**config.mk**
```make
export PLATFORM = sky130hd
export DESIGN_NAME = tile_map_writer
export DESIGN_NICKNAME = d
export VERILOG_FILES = /design/src/rtl/tile_map_writer.sv
export SDC_FILE = /design/constraint.sdc
export NUM_CORES = 1
export LEC_CHECK = 0
export BUFFER_PORTS_ARGS = -buffer_cell sky130_fd_sc_hd__buf_2
export CORE_MARGIN = 4
export CORE_UTILIZATION = 47
export CTS_CLUSTER_DIAMETER = 100
export DETAILED_ROUTE_END_ITERATION = 8
export HOLD_SLACK_MARGIN = 0.15
export PLACE_DENSITY = 0.76
export SLEW_MARGIN = 10
export SYNTH_ARGS = -nofsm -noshare
export SYNTH_HDL_FRONTEND = slang
export SYNTH_SLANG_ARGS = --single-unit
```
**constraint.sdc**
```tcl
create_clock -name clk_i -period 2.3 [get_ports clk_i]
set_clock_uncertainty 0.1 [all_clocks]
set_input_delay 0.115 -clock clk_i [delete_from_list [all_inputs] [get_ports clk_i]]
set_output_delay 0.115 -clock clk_i [all_outputs]
set_load 0.02 [all_outputs]
```
**src/rtl/tile_map_writer.sv**
```systemverilog
// Writer side of the tile-type RAM: fills runs of entries with constant or incrementing
// tile codes, or clears the whole map, issuing one registered RAM write per clock.
module tile_map_writer #(
    parameter int unsigned RAM_DATA_WIDTH = 7,
    parameter int unsigned RAM_ADDR_WIDTH = 9,
    parameter int unsigned MAP_SIZE       = 300,
    parameter int unsigned LEN_WIDTH      = 4,
    parameter int unsigned CLEAR_TYPE     = 0
) (
    input  logic                      clk_i,
    input  logic                      rst_i,
    input  logic                      req_valid_i,
    output logic                      req_ready_o,
    input  logic [RAM_ADDR_WIDTH-1:0] req_addr_i,
    input  logic [RAM_DATA_WIDTH-1:0] req_type_i,
    input  logic [LEN_WIDTH-1:0]      req_len_i,
    input  logic                      req_incr_i,
    input  logic                      clear_i,
    output logic                      busy_o,
    output logic                      done_o,
    output logic                      ram_we_o,
    output logic [RAM_ADDR_WIDTH-1:0] ram_addr_o,
    output logic [RAM_DATA_WIDTH-1:0] ram_data_o,
    output logic [1:0]                state_o
);

    // Handshake: a request transfers on a rising edge where req_valid_i & req_ready_o;
    // ready is high only in IDLE outside reset, and clear_i takes that slot when both are set.

    typedef enum logic [1:0] {
        IDLE  = 2'd0,
        RUN   = 2'd1,
        CLEAR = 2'd2
    } state_t;

    localparam logic [RAM_ADDR_WIDTH-1:0] LAST_ADDR  = RAM_ADDR_WIDTH'(MAP_SIZE - 1);
    localparam logic [RAM_DATA_WIDTH-1:0] CLEAR_CODE = RAM_DATA_WIDTH'(CLEAR_TYPE);

    state_t                    state, state_n;
    logic                      we_n, done_n;
    logic [RAM_ADDR_WIDTH-1:0] addr_n, addr_step;
    logic [RAM_DATA_WIDTH-1:0] data_n;
    logic [LEN_WIDTH-1:0]      remain, remain_n;
    logic                      incr_q, incr_n;
    logic                      base_ok;

    assign req_ready_o = (state == IDLE) & ~rst_i;
    assign busy_o      = (state != IDLE);
    assign state_o     = state;
    assign base_ok     = (32'(req_addr_i) < MAP_SIZE);
    assign addr_step   = (ram_addr_o == LAST_ADDR) ? '0 : ram_addr_o + RAM_ADDR_WIDTH'(1);

    always_ff @(posedge clk_i) begin
        if (rst_i) begin
            state      <= IDLE;
            ram_we_o   <= 1'b0;
            ram_addr_o <= '0;
            ram_data_o <= '0;
            done_o     <= 1'b0;
            remain     <= '0;
            incr_q     <= 1'b0;
        end else begin
            state      <= state_n;
            ram_we_o   <= we_n;
            ram_addr_o <= addr_n;
            ram_data_o <= data_n;
            done_o     <= done_n;
            remain     <= remain_n;
            incr_q     <= incr_n;
        end
    end

    // The first write of a run/clear is loaded at the accept edge; remain counts writes still owed.
    always_comb begin
        state_n  = state;
        we_n     = 1'b0;
        done_n   = 1'b0;
        addr_n   = ram_addr_o;
        data_n   = ram_data_o;
        remain_n = remain;
        incr_n   = incr_q;
        case (state)
            IDLE: begin
                if (clear_i) begin
                    state_n = CLEAR;
                    we_n    = 1'b1;
                    addr_n  = '0;
                    data_n  = CLEAR_CODE;
                end else if (req_valid_i) begin
                    if ((req_len_i == '0) || !base_ok) begin
                        done_n = 1'b1;
                    end else begin
                        state_n  = RUN;
                        we_n     = 1'b1;
                        addr_n   = req_addr_i;
                        data_n   = req_type_i;
                        remain_n = req_len_i - LEN_WIDTH'(1);
                        incr_n   = req_incr_i;
                    end
                end
            end
            RUN: begin
                if (remain == '0) begin
                    state_n = IDLE;
                    done_n  = 1'b1;
                end else begin
                    we_n     = 1'b1;
                    addr_n   = addr_step;
                    data_n   = incr_q ? ram_data_o + RAM_DATA_WIDTH'(1) : ram_data_o;
                    remain_n = remain - LEN_WIDTH'(1);
                end
            end
            CLEAR: begin
                if (ram_addr_o == LAST_ADDR) begin
                    state_n = IDLE;
                    done_n  = 1'b1;
                end else begin
                    we_n   = 1'b1;
                    addr_n = addr_step;
                end
            end
            default: state_n = IDLE;
        endcase
    end

endmodule

```
==> results by group, run 1 <==
Power and ir drop
  – Combinational group share of total power: 46.1%
  – NetSw: 0.5764 mW
  – Cell-internal power: 0.8493 mW
  – Sw Ratio: 40.43%
  – P_leak: 0.9449 nW
  – Clk network pwr share: 14.4%
  – Power per cell area: 636.6 mW/mm2
  – Sequential share of power: around two fifths
  – VDD IR max: ~480 uV

Floorplanning
  – Die Span Y: 67.64 um
  – Starting Density: 49.32%
  – Core area: 0.003390 mm2
  – Die Wd: 67.64 um
  – I/O pins: 47
  – Die Footprint: approximately 0.0046 mm2
  – Row cnt: 21

Routing
  – DR DRC count: 0
  – Routed WL: between 4000 and 5000 um
  – First-pass iteration count of the detailed router: 4
  – First-iteration detailed-routing DRC count: 199
  – DRT antenna net count: 0
  – Vias per inst: between 5 and 6
  – Via count: approximately 1,900
  – DR WL/cell: 14.70 um

Finish
  – Area Overhead vs Synth: 33.98%
  – Final Instance Area: approximately 0.0022 mm2
  – Fraction of layout instances using a drive strength above 1: 27.08%
  – Most frequent cells in the layout: buf_2 (46), dfxtp_1 (23), dlygate4sd3_1 (21)
  – Util after Layout: between 60% and 70%
  – Most common cell after layout, fill and taps aside: buf_2
  – Finished Layout Cells: between 300 and 400
  – Number of fill cells in the layout: roughly 290
  – Nets: 310

Setup path
  – Worst setup SP type: register
  – Crit path kind: register to register
  – Worst r2r path cells: 8
  – Arrival time at the worst endpoint: roughly 2.3 ns
  – Crit end category: register
  – CP max FO: 9
  – Critical path required time: 2.42 ns
  – R2R Setup Slk: between 0.1 and 0.15 ns

Global route
  – GRT Total Usage: between 20% and 30%
  – Initial antenna violation count: 0
  – Vias in the first global route: 1,711
  – First-pass GRT wire length: 7555 um
  – Total grt overflow: 0
  – Largest net degree at the start of global routing: 28

Clock network
  – Worst-path clk slew: 0.15 ns
  – Clk Latency, worst-skew pair: between 0.3 and 0.4 ns
  – CTS Sinks: 25
  – CTS buffer count: 3
  – Htree depth: 1
  – CTS max path bufs: 2
  – CTS root buf: clkbuf_4
  – CTS tree: built
  – Post-CTS setup buffers: 0

Synth
  – Synth top area share: between 20% and 30%
  – Async SR Flop Fraction: 0%
  – Main synth FF type: dfxtp_1
  – Synth cell types: 48
  – Yosys warns: 0
  – Average size of a mapped cell: between 8 and 9 um2
  – Area contributors post-synth: dfxtp_1 (30%), a21oi_1 (6.0%), ha_1 (5.2%)
  – Syn_nets: 240
  – Number of flops mapped to enable cells by yosys: 0
  – #FFs+latches synth: 25
  – Cells after synthesis: 208
  – Seq/Total Area, Yosys: about 30%
  – Cell accounting for the most synthesized area: dfxtp_1
  – Synth Cell Area: 0.001672 mm2

Worst hold path
  – Worst Hold Depth: 4
  – Worst min path class: input port to register

Placed design
  – Final Wtd Congestion: approximately 0.95
  – Estimated wirelength of the detail-placed design: 3248 um
  – DP Worst Slack: between 0.07 and 0.08 ns
  – Cells after DPL: 298
  – DP Area: 0.001974 mm2
  – IO Port Bufs: 46

STA
  – Tcrit/Tclk final: 93.50%
  – Max-slew headroom: 65.65%
  – Fmax: 465.0 MHz
  – PnR worst setup slack: 0.1494 ns
  – Tmin final: ~2.2 ns
  – Hold slack final: 0.1714 ns
  – Max Slew Vio Count: 0
  – # setup viols final: 0
  – Hold Violations, Final: 0
  – Slew of the pin with the lowest slew margin: 0.5153 ns

Run
  – Maxcap violations: 0

Status
  – Status: complete, no violations
## logic make-up (layout without fill, tap and decap cells)
family / count (synthesis) / after routing / synth area share (%)
AOI/OAI and AO/OA: 77 / 77 / 32.93
and+or+nand+nor: 67 / 67 / 21.18
DFF: 25 / 25 / 29.94
other: 0 / 1 / 0
xor gates and xnor gates: 5 / 5 / 2.620
buffers and inverters: 24 / 93 / 6.287
adders and majority gates: 7 / 7 / 5.239
muxes: 3 / 3 / 1.796
## state kept, by name, summed over array words and instances (netlist names)
name / cells
done_o: 1
incr_q: 1
ram_addr_o: 9
ram_data_o: 7
ram_we_o: 1
remain: 4
state_o: 2
## cell type report
cell class	count	area [um2]	share of cell area, %
multi-input cells	159	1085	48.44
repair buffers	77	519.2	23.18
flip-flops and latches	25	503.0	22.46
well taps	46	57.56	2.570
inverters	12	45.04	2.011
clock buffers	3	22.52	1.006
clock inverters	1	5.005	0.2235
diodes	1	2.502	0.1117
## Yosys cell counts (2+ instances only)
| master | n |
|---|---|
| a211oi_1 | 10 |
| a211oi_2 | 2 |
| a21oi_1 | 20 |
| a221oi_1 | 3 |
| a22oi_1 | 7 |
| a311oi_1 | 3 |
| a31oi_1 | 5 |
| a32oi_1 | 2 |
| and2_1 | 2 |
| buf_2 | 3 |
| clkbuf_1 | 6 |
| dfxtp_1 | 25 |
| ha_1 | 7 |
| inv_1 | 12 |
| mux2i_1 | 3 |
| nand2_1 | 14 |
| nand2b_1 | 2 |
| nand3_1 | 12 |
| nand4b_1 | 2 |
| nor2_1 | 15 |
| nor2b_1 | 2 |
| nor3_1 | 6 |
| nor3b_1 | 2 |
| o21ai_0 | 8 |
| o31ai_1 | 3 |
| o32ai_1 | 5 |
| or3_1 | 3 |
| xor2_1 | 4 |
## path summary, 6_finish.rpt
kind | endpoint | from
max reg2reg | ram_data_o[6] | state_o[1]
min | done_o | req_valid_i
min reg2reg | incr_q | incr_q
max | ram_data_o[6] | state_o[1]
## through the flow
step / setup TNS, ns / total power, mW
finish: 0 / 1.426
floorplan: 0 / 0.9868
detailed placement: 0 / 1.175
global placement: 0 / 1.169
global route: -0.01334 / 1.520
CTS: 0 / 1.404
## routing by layer
metal	global-route usage (%)	vias up	routed length [um]
li1	-	929	-
met1	28.17	850	2111
met2	32.81	77	2202
met3	4.825	14	287
met4	10.89	0	163
met5	0	-	0
## power by group through the flow
stage	clock [mW]	combinational [mW]	sequential, mW
6_report	0.205	0.657	0.563
5_1_grt	0.223	0.723	0.574
4_1_cts	0.208	0.634	0.561
3_5_place_dp	0	0.605	0.570
3_3_place_gp	0	0.602	0.567
2_1_floorplan	0	0.364	0.623
## critical path, stage by stage (launching register included)
cell      delay, ns
dfxtp_2        0.36
inv_1          0.11
ha_2           0.25
inv_1          0.08
o22ai_2        0.19
or4b_4         0.49
buf_4          0.18
a221oi_1       0.22
nor3_1         0.07
## what timing repair did
action,CTS,global route
endpoints found under the setup margin,0,7
endpoints found under the hold margin,19,1
hold buffers,20,1
resized for setup,0,8
Power figures use the tool's default switching activity.
==> run 2, diff against run 1 <==
SETUP_SLACK_MARGIN = 0.15   (was default)
==> results by group, run 2 (synthesis gave the netlist of run 1 again) <==
Status
  – Status: complete, no violations

Finish
  – Util after Layout: 71.76% (+5.7 points)
  – Max reg flops: 9 (unchanged)
  – Largest regs: ram_addr_o: 9 flops, ram_data_o: 7 flops, remain: 4 flops
  – N_diodes: 0 (-1)
  – Fraction of layout instances using a drive strength above 1: 34.03% (+7.0 points)
  – Largest register by flop count: ram_addr_o
  – Number of fill cells in the layout: 262 (-8.7%)
  – Area Overhead vs Synth: 45.51%
  – Nets: 321 (+3.5%)
  – Most frequent cells in the layout: buf_2 (46), dfxtp_1 (23), dlygate4sd3_1 (21)
  – Most common cell after layout, fill and taps aside: buf_2

Global route
  – Initial antenna violation count: 0 (unchanged)
  – First-pass GRT wire length: 8114 um (+7.4%)
  – Total grt overflow: 0 (unchanged)
  – GRT Total Usage: 22.80% (+1.3 points)
  – Vias in the first global route: 1,763 (+3.0%)
  – Largest net degree at the start of global routing: 28 (unchanged)

Floorplanning
  – Die Span Y: 67.64 um (unchanged)
  – Die Wd: 67.64 um (unchanged)
  – Row cnt: 21 (unchanged)
  – Core area: 0.003390 mm2 (unchanged)
  – Starting Density: 49.32% (unchanged)
  – I/O pins: 47 (unchanged)
  – Die Footprint: 0.004574 mm2 (unchanged)

Routing
  – DR WL/cell: 15.78 um (+7.3%)
  – Via count: 1,968 (+5.2%)
  – First-pass iteration count of the detailed router: 5 (+1)
  – DR DRC count: 0 (unchanged)
  – First-iteration detailed-routing DRC count: 247 (+24%)
  – Routed WL: 5269 um (+11%)
  – DRT antenna net count: 0 (unchanged)
  – Vias per inst: 5.892 (+2.1%)

Setup path
  – Arrival time at the worst endpoint: 2.20 ns (-0.07 ns)
  – Crit end category: register
  – R2R Setup Slk: 0.23 ns (+0.08 ns)
  – Worst setup SP type: input port
  – Reg-to-Reg End: ram_data_o[6]
  – Reg2reg start: state_o[1]
  – CP max FO: 4 (-5)
  – Crit path kind: input port to register
  – CP max-delay cell: or4b_4
  – Largest stage delay, worst path: 0.58 ns (+0.09 ns)
  – Worst r2r path cells: 9 (+1)
  – Crit-path cells: dlygate4sd3_1 > buf_2 > a211oi_4 > a211oi_1 > or4b_4 > buf_4 > a221oi_2 > nor3_1
  – Crit path from: req_addr_i[4]
  – CP bufs+invs: 3 (unchanged)
  – Crit path max-delay family: buffers and inverters
  – Critical path required time: 2.41 ns (about the same)

STA
  – Tcrit/Tclk final: 90.95% (-2.6 points)
  – RSZ-0062 raised after global routing: no
  – Slew of the pin with the lowest slew margin: 0.5476 ns (+0.03232 ns)
  – Fmax: 478.1 MHz (+2.8%)
  – Fin Setup TNS: 0 ns (unchanged)
  – # setup viols final: 0 (unchanged)
  – Hold Violations, Final: 0 (unchanged)
  – Max Slew Vio Count: 0 (unchanged)
  – Max-slew headroom: 63.36% (-2.3 points)
  – Tmin final: 2.092 ns (-0.05875 ns)

Worst hold path
  – Worst hold start: req_len_i[2]
  – Worst min path class: input port to register
  – Hold path endpoint: remain[2]
  – Worst Hold Depth: 5 (+1)

Clock network
  – Clk Latency, worst-skew pair: 0.33 ns (about the same)
  – CTS root buf: clkbuf_4
  – Worst-path clk slew: 0.15 ns (about the same)
  – CTS buffer count: 3 (unchanged)
  – Htree depth: 1 (unchanged)
  – CTS tree: built
  – CTS max path bufs: 2 (unchanged)
  – CTS Sinks: 25 (unchanged)

Power and ir drop
  – VDD IR max: 365.9 uV (-23%)
  – P_leak: 1.023 nW (+8.3%)
  – Power per cell area: 640.6 mW/mm2 (+0.63%)

Run
  – Maxcap violations: 0 (unchanged)

Placed design
  – Estimated wirelength of the detail-placed design: 3400 um (+4.7%)
  – Final Wtd Congestion: 0.9282 (-2.1%)
  – IO Port Bufs: 46 (unchanged)
==> run 2: cell types whose count changed in the layout (fill, tap and decap cells not counted), moves of 2 or more <==
cell | previous run | this run
ha_2 | 3 | 1
a221oi_1 | 3 | 0
ha_4 | 0 | 2
a221oi_2 | 0 | 3
a21oi_2 | 0 | 2
o21ai_0 | 8 | 6
a21oi_1 | 20 | 17
o21ai_1 | 1 | 3
dfxtp_4 | 0 | 2
buf_4 | 9 | 18
inv_1 | 12 | 10
dfxtp_2 | 2 | 0
==> run 2: timing repair <==
item,in CTS,in global routing
endpoints found under the hold margin,21,0
setup endpoints to repair,13,11
pin swaps,0,3
resized for setup,3,29
gates cloned,0,0
hold buffers,21,0
buffers inserted,0,5
==> run 2: worst max-delay path by stage <==
| stage | slack (ns) | endpoint | depth (start not counted) |
|---|---|---|---|
| floorplan | 0.17 | remain[2] | 11 |
| CTS | 0.15 | ram_data_o[0] | 7 |
| detailed placement | 0.11 | ram_data_o[0] | 7 |
| global route | 0.14 | ram_data_o[6] | 9 |
| global placement | 0.14 | ram_data_o[0] | 7 |
| finish | 0.21 | ram_data_o[6] | 8 |
==> run 2: per-layer routing <==
layer  routed length [um]  global-route usage, %
met1                 2269                  30.58
met5                    0                      0
met4                   82                  5.823
met3                  383                  2.995
met2                 2534                  38.27
==> run 2: area by class of cell <==
type	count	area [um2]	area share, %
multi-input cells	159	1174	48.25
repair buffers	88	618.1	25.41
inverters	12	47.55	1.955
clock inverters	1	5.005	0.2058
clock buffers	3	22.52	0.9259
well taps	46	57.56	2.366
flip-flops and latches	25	508.0	20.88
==> run 2: per-stage QoR <==
step	cells	setup WS, ns	hold WS, ns	power (mW)	area (um2)
5_1_grt	334	0.1426	0.1597	1.651	2432
4_1_cts	329	0.1463	0.1577	1.445	2272
2_1_floorplan	208	0.1662	0.1622	0.9880	1677
3_5_place_dp	304	0.1123	0.2666	1.208	2022
6_report	334	0.2082	0.1612	1.558	2432
3_3_place_gp	304	0.1414	0.2550	1.200	2022
==> run 2: worst reg2reg max path: stages, from the launching register on <==
cell and delay [ns]:
dfxtp_4 0.39, inv_4 0.08, ha_4 0.13, buf_6 0.12
nand2_1 0.06, o22ai_2 0.13, or4b_4 0.52, buf_4 0.16
a221oi_2 0.17, nor3_1 0.08
==> run 2: report_power, final <==
group / total (mW) / internal, mW / switching (mW)
clock: 0.208 / 0.0653 / 0.143
sequential: 0.554 / 0.494 / 0.0600
combinational: 0.796 / 0.364 / 0.432
total: 1.56 / 0.924 / 0.634
==> run 3, diff against run 2 <==
RECOVER_POWER = 50   (was default)
==> results by group, run 3 (synthesis gave the netlist of run 1 again) <==
Placed design
  – Final Wtd Congestion: 0.9282 (unchanged)
  – Cells after DPL: 304 (unchanged)
  – Estimated wirelength of the detail-placed design: 3400 um (unchanged)
  – DP Worst Slack: 0.1123 ns (unchanged)
  – IO Port Bufs: 46 (unchanged)

STA
  – Max Slew Vio Count: 0 (unchanged)
  – Slew of the pin with the lowest slew margin: 0.5458 ns (-0.001756 ns)
  – Tcrit/Tclk final: 92.60% (+1.7 points)
  – Max-slew headroom: 63.48% (+0.12 points)
  – PnR worst setup slack: 0.1702 ns (-0.03801 ns)
  – RSZ-0062 raised after global routing: no
  – Hold Violations, Final: 0 (unchanged)
  – Fmax: 469.5 MHz (-1.8%)
  – Tmin final: 2.130 ns (+0.03800 ns)
  – Fin Setup TNS: 0 ns (unchanged)
  – # setup viols final: 0 (unchanged)

Floorplanning
  – Die Wd: 67.64 um (unchanged)
  – Die Footprint: 0.004574 mm2 (unchanged)
  – Starting Density: 49.32% (unchanged)
  – I/O pins: 47 (unchanged)
  – Die Span Y: 67.64 um (unchanged)
  – Row cnt: 21 (unchanged)
  – Core area: 0.003390 mm2 (unchanged)

Routing
  – DRT antenna net count: 0 (unchanged)
  – First-iteration detailed-routing DRC count: 298 (+21%)
  – Vias per inst: 5.883 (-0.15%)
  – Routed WL: 5255 um (-0.27%)
  – Via count: 1,965 (-0.15%)
  – First-pass iteration count of the detailed router: 4 (-1)
  – DR DRC count: 0 (unchanged)
  – DR WL/cell: 15.73 um (-0.27%)

Setup path
  – Reg2reg start: state_o[1]
  – Crit path max-delay family: simple AND/OR/NAND/NOR gates
  – Largest stage delay, worst path: 0.52 ns (-0.06 ns)
  – Crit end category: register
  – Crit-path cells: inv_4 > ha_4 > buf_6 > o22ai_2 > or4b_4 > buf_4 > a221oi_2 > nor3_1
  – CP max-delay cell: or4b_4
  – Worst setup SP type: register
  – CP bufs+invs: 3 (unchanged)
  – WP depth: 8 (unchanged)
  – CP max FO: 4 (unchanged)
  – Reg-to-Reg End: ram_data_o[6]
  – Crit path from: state_o[1]
  – Crit path kind: register to register
  – Crit path to: ram_data_o[6]
  – Worst r2r path cells: 8 (-1)
  – Critical path required time: 2.41 ns (about the same)
  – Arrival time at the worst endpoint: 2.24 ns (+0.04 ns)
  – R2R Setup Slk: 0.17 ns (-0.06 ns)

Clock network
  – CTS Sinks: 25 (unchanged)
  – Htree depth: 1 (unchanged)
  – CTS root buf: clkbuf_4
  – Clk Latency, worst-skew pair: 0.33 ns (about the same)
  – CTS tree: built
  – CTS buffer count: 3 (unchanged)
  – CTS max path bufs: 2 (unchanged)
  – Worst-path clk slew: 0.15 ns (about the same)

Run
  – Maxcap violations: 0 (unchanged)

Power and ir drop
  – Power per cell area: 641.8 mW/mm2 (+0.19%)
  – Tot Pwr: 1.543 mW (-1.0%)
  – P_leak: 0.9444 nW (-7.7%)
  – VDD IR max: 365.9 uV (about the same)

Finish
  – Number of fill cells in the layout: 271 (+3.4%)
  – N_diodes: 0 (unchanged)
  – Nets: 321 (unchanged)
  – Largest register by flop count: ram_addr_o
  – Max reg flops: 9 (unchanged)
  – Area Overhead vs Synth: 43.79%
  – Largest regs: ram_addr_o: 9 flops, ram_data_o: 7 flops, remain: 4 flops
  – Finished Layout Cells: 334 (unchanged)
  – Most common cell after layout, fill and taps aside: buf_2
  – Most frequent cells in the layout: buf_2 (26), dfxtp_1 (24), dlygate4sd3_1 (21)
  – Fraction of layout instances using a drive strength above 1: 26.74% (-7.3 points)

Status
  – Status: complete, no violations

Global route
  – Total grt overflow: 0 (unchanged)
  – First-pass GRT wire length: 8114 um (unchanged)
  – Initial antenna violation count: 0 (unchanged)
  – Largest net degree at the start of global routing: 28 (unchanged)
  – GRT Total Usage: 22.80% (unchanged)
  – Vias in the first global route: 1,763 (unchanged)

Worst hold path
  – Worst min path class: input port to register
## run 3: changes by cell type in the layout (fill, tap and decap cells not counted)
cell      delta
buf_2       -20
dfxtp_4      -1
clkbuf_1    +20
dfxtp_1      +1
## run 3: routing by layer
metal	up-vias	GRT usage, %	share of wire [%]
met3	12	2.995	7.4
li1	952	-	-
met5	-	0	0
met4	0	5.823	1.8
met1	902	30.58	42
met2	99	38.27	48
## run 3: tightest hold or removal path: cells and delay by family
family                 cells  cell delay [ns]
AO/OA/AOI/OAI              2             0.20
AND/OR/NAND/NOR            1             0.12
buffers and inverters      1             0.11
## run 3: worst min path at each step
stage,from,end,cells past startpoint,slack [ns]
global route,req_addr_i[2],ram_addr_o[2],4,0.16
global placement,req_incr_i,incr_q,3,0.25
detailed placement,req_incr_i,incr_q,3,0.27
CTS,req_addr_i[2],ram_addr_o[2],4,0.16
floorplan,req_incr_i,incr_q,2,0.16
finish,req_addr_i[2],ram_addr_o[2],4,0.16
## run 3: what timing repair did
item                                   CTS  global route
hold buffers                            21             0
pin swaps                                0             3
setup endpoints to repair               13            11
setup buffers                            0             5
resized for setup                        3            29
endpoints found under the hold margin   21             0
## run 3: final cells by class
cell class	instances	area (um2)	area share, %
clock buffers	3	22.52	0.9370
repair buffers	88	593.1	24.67
flip-flops and latches	25	504.2	20.98
clock inverters	1	5.005	0.2082
well taps	46	57.56	2.395
multi-input cells	159	1174	48.83
inverters	12	47.55	1.978
## run 3: per-stage QoR
step,utilization (%),hold WS (ns),cell area [um2]
2_1_floorplan,-,0.1622,1677
3_3_place_gp,59.65,0.2550,2022
3_5_place_dp,59.65,0.2666,2022
4_1_cts,67.04,0.1577,2272
5_1_grt,70.91,0.1597,2404
6_report,70.91,0.1582,2404
## run 3: power breakdown
group	switching (mW)	leakage [nW]	internal, mW
combinational	0.431	0.721	0.349
sequential	0.0609	0.206	0.493
clock	0.143	0.0177	0.0653
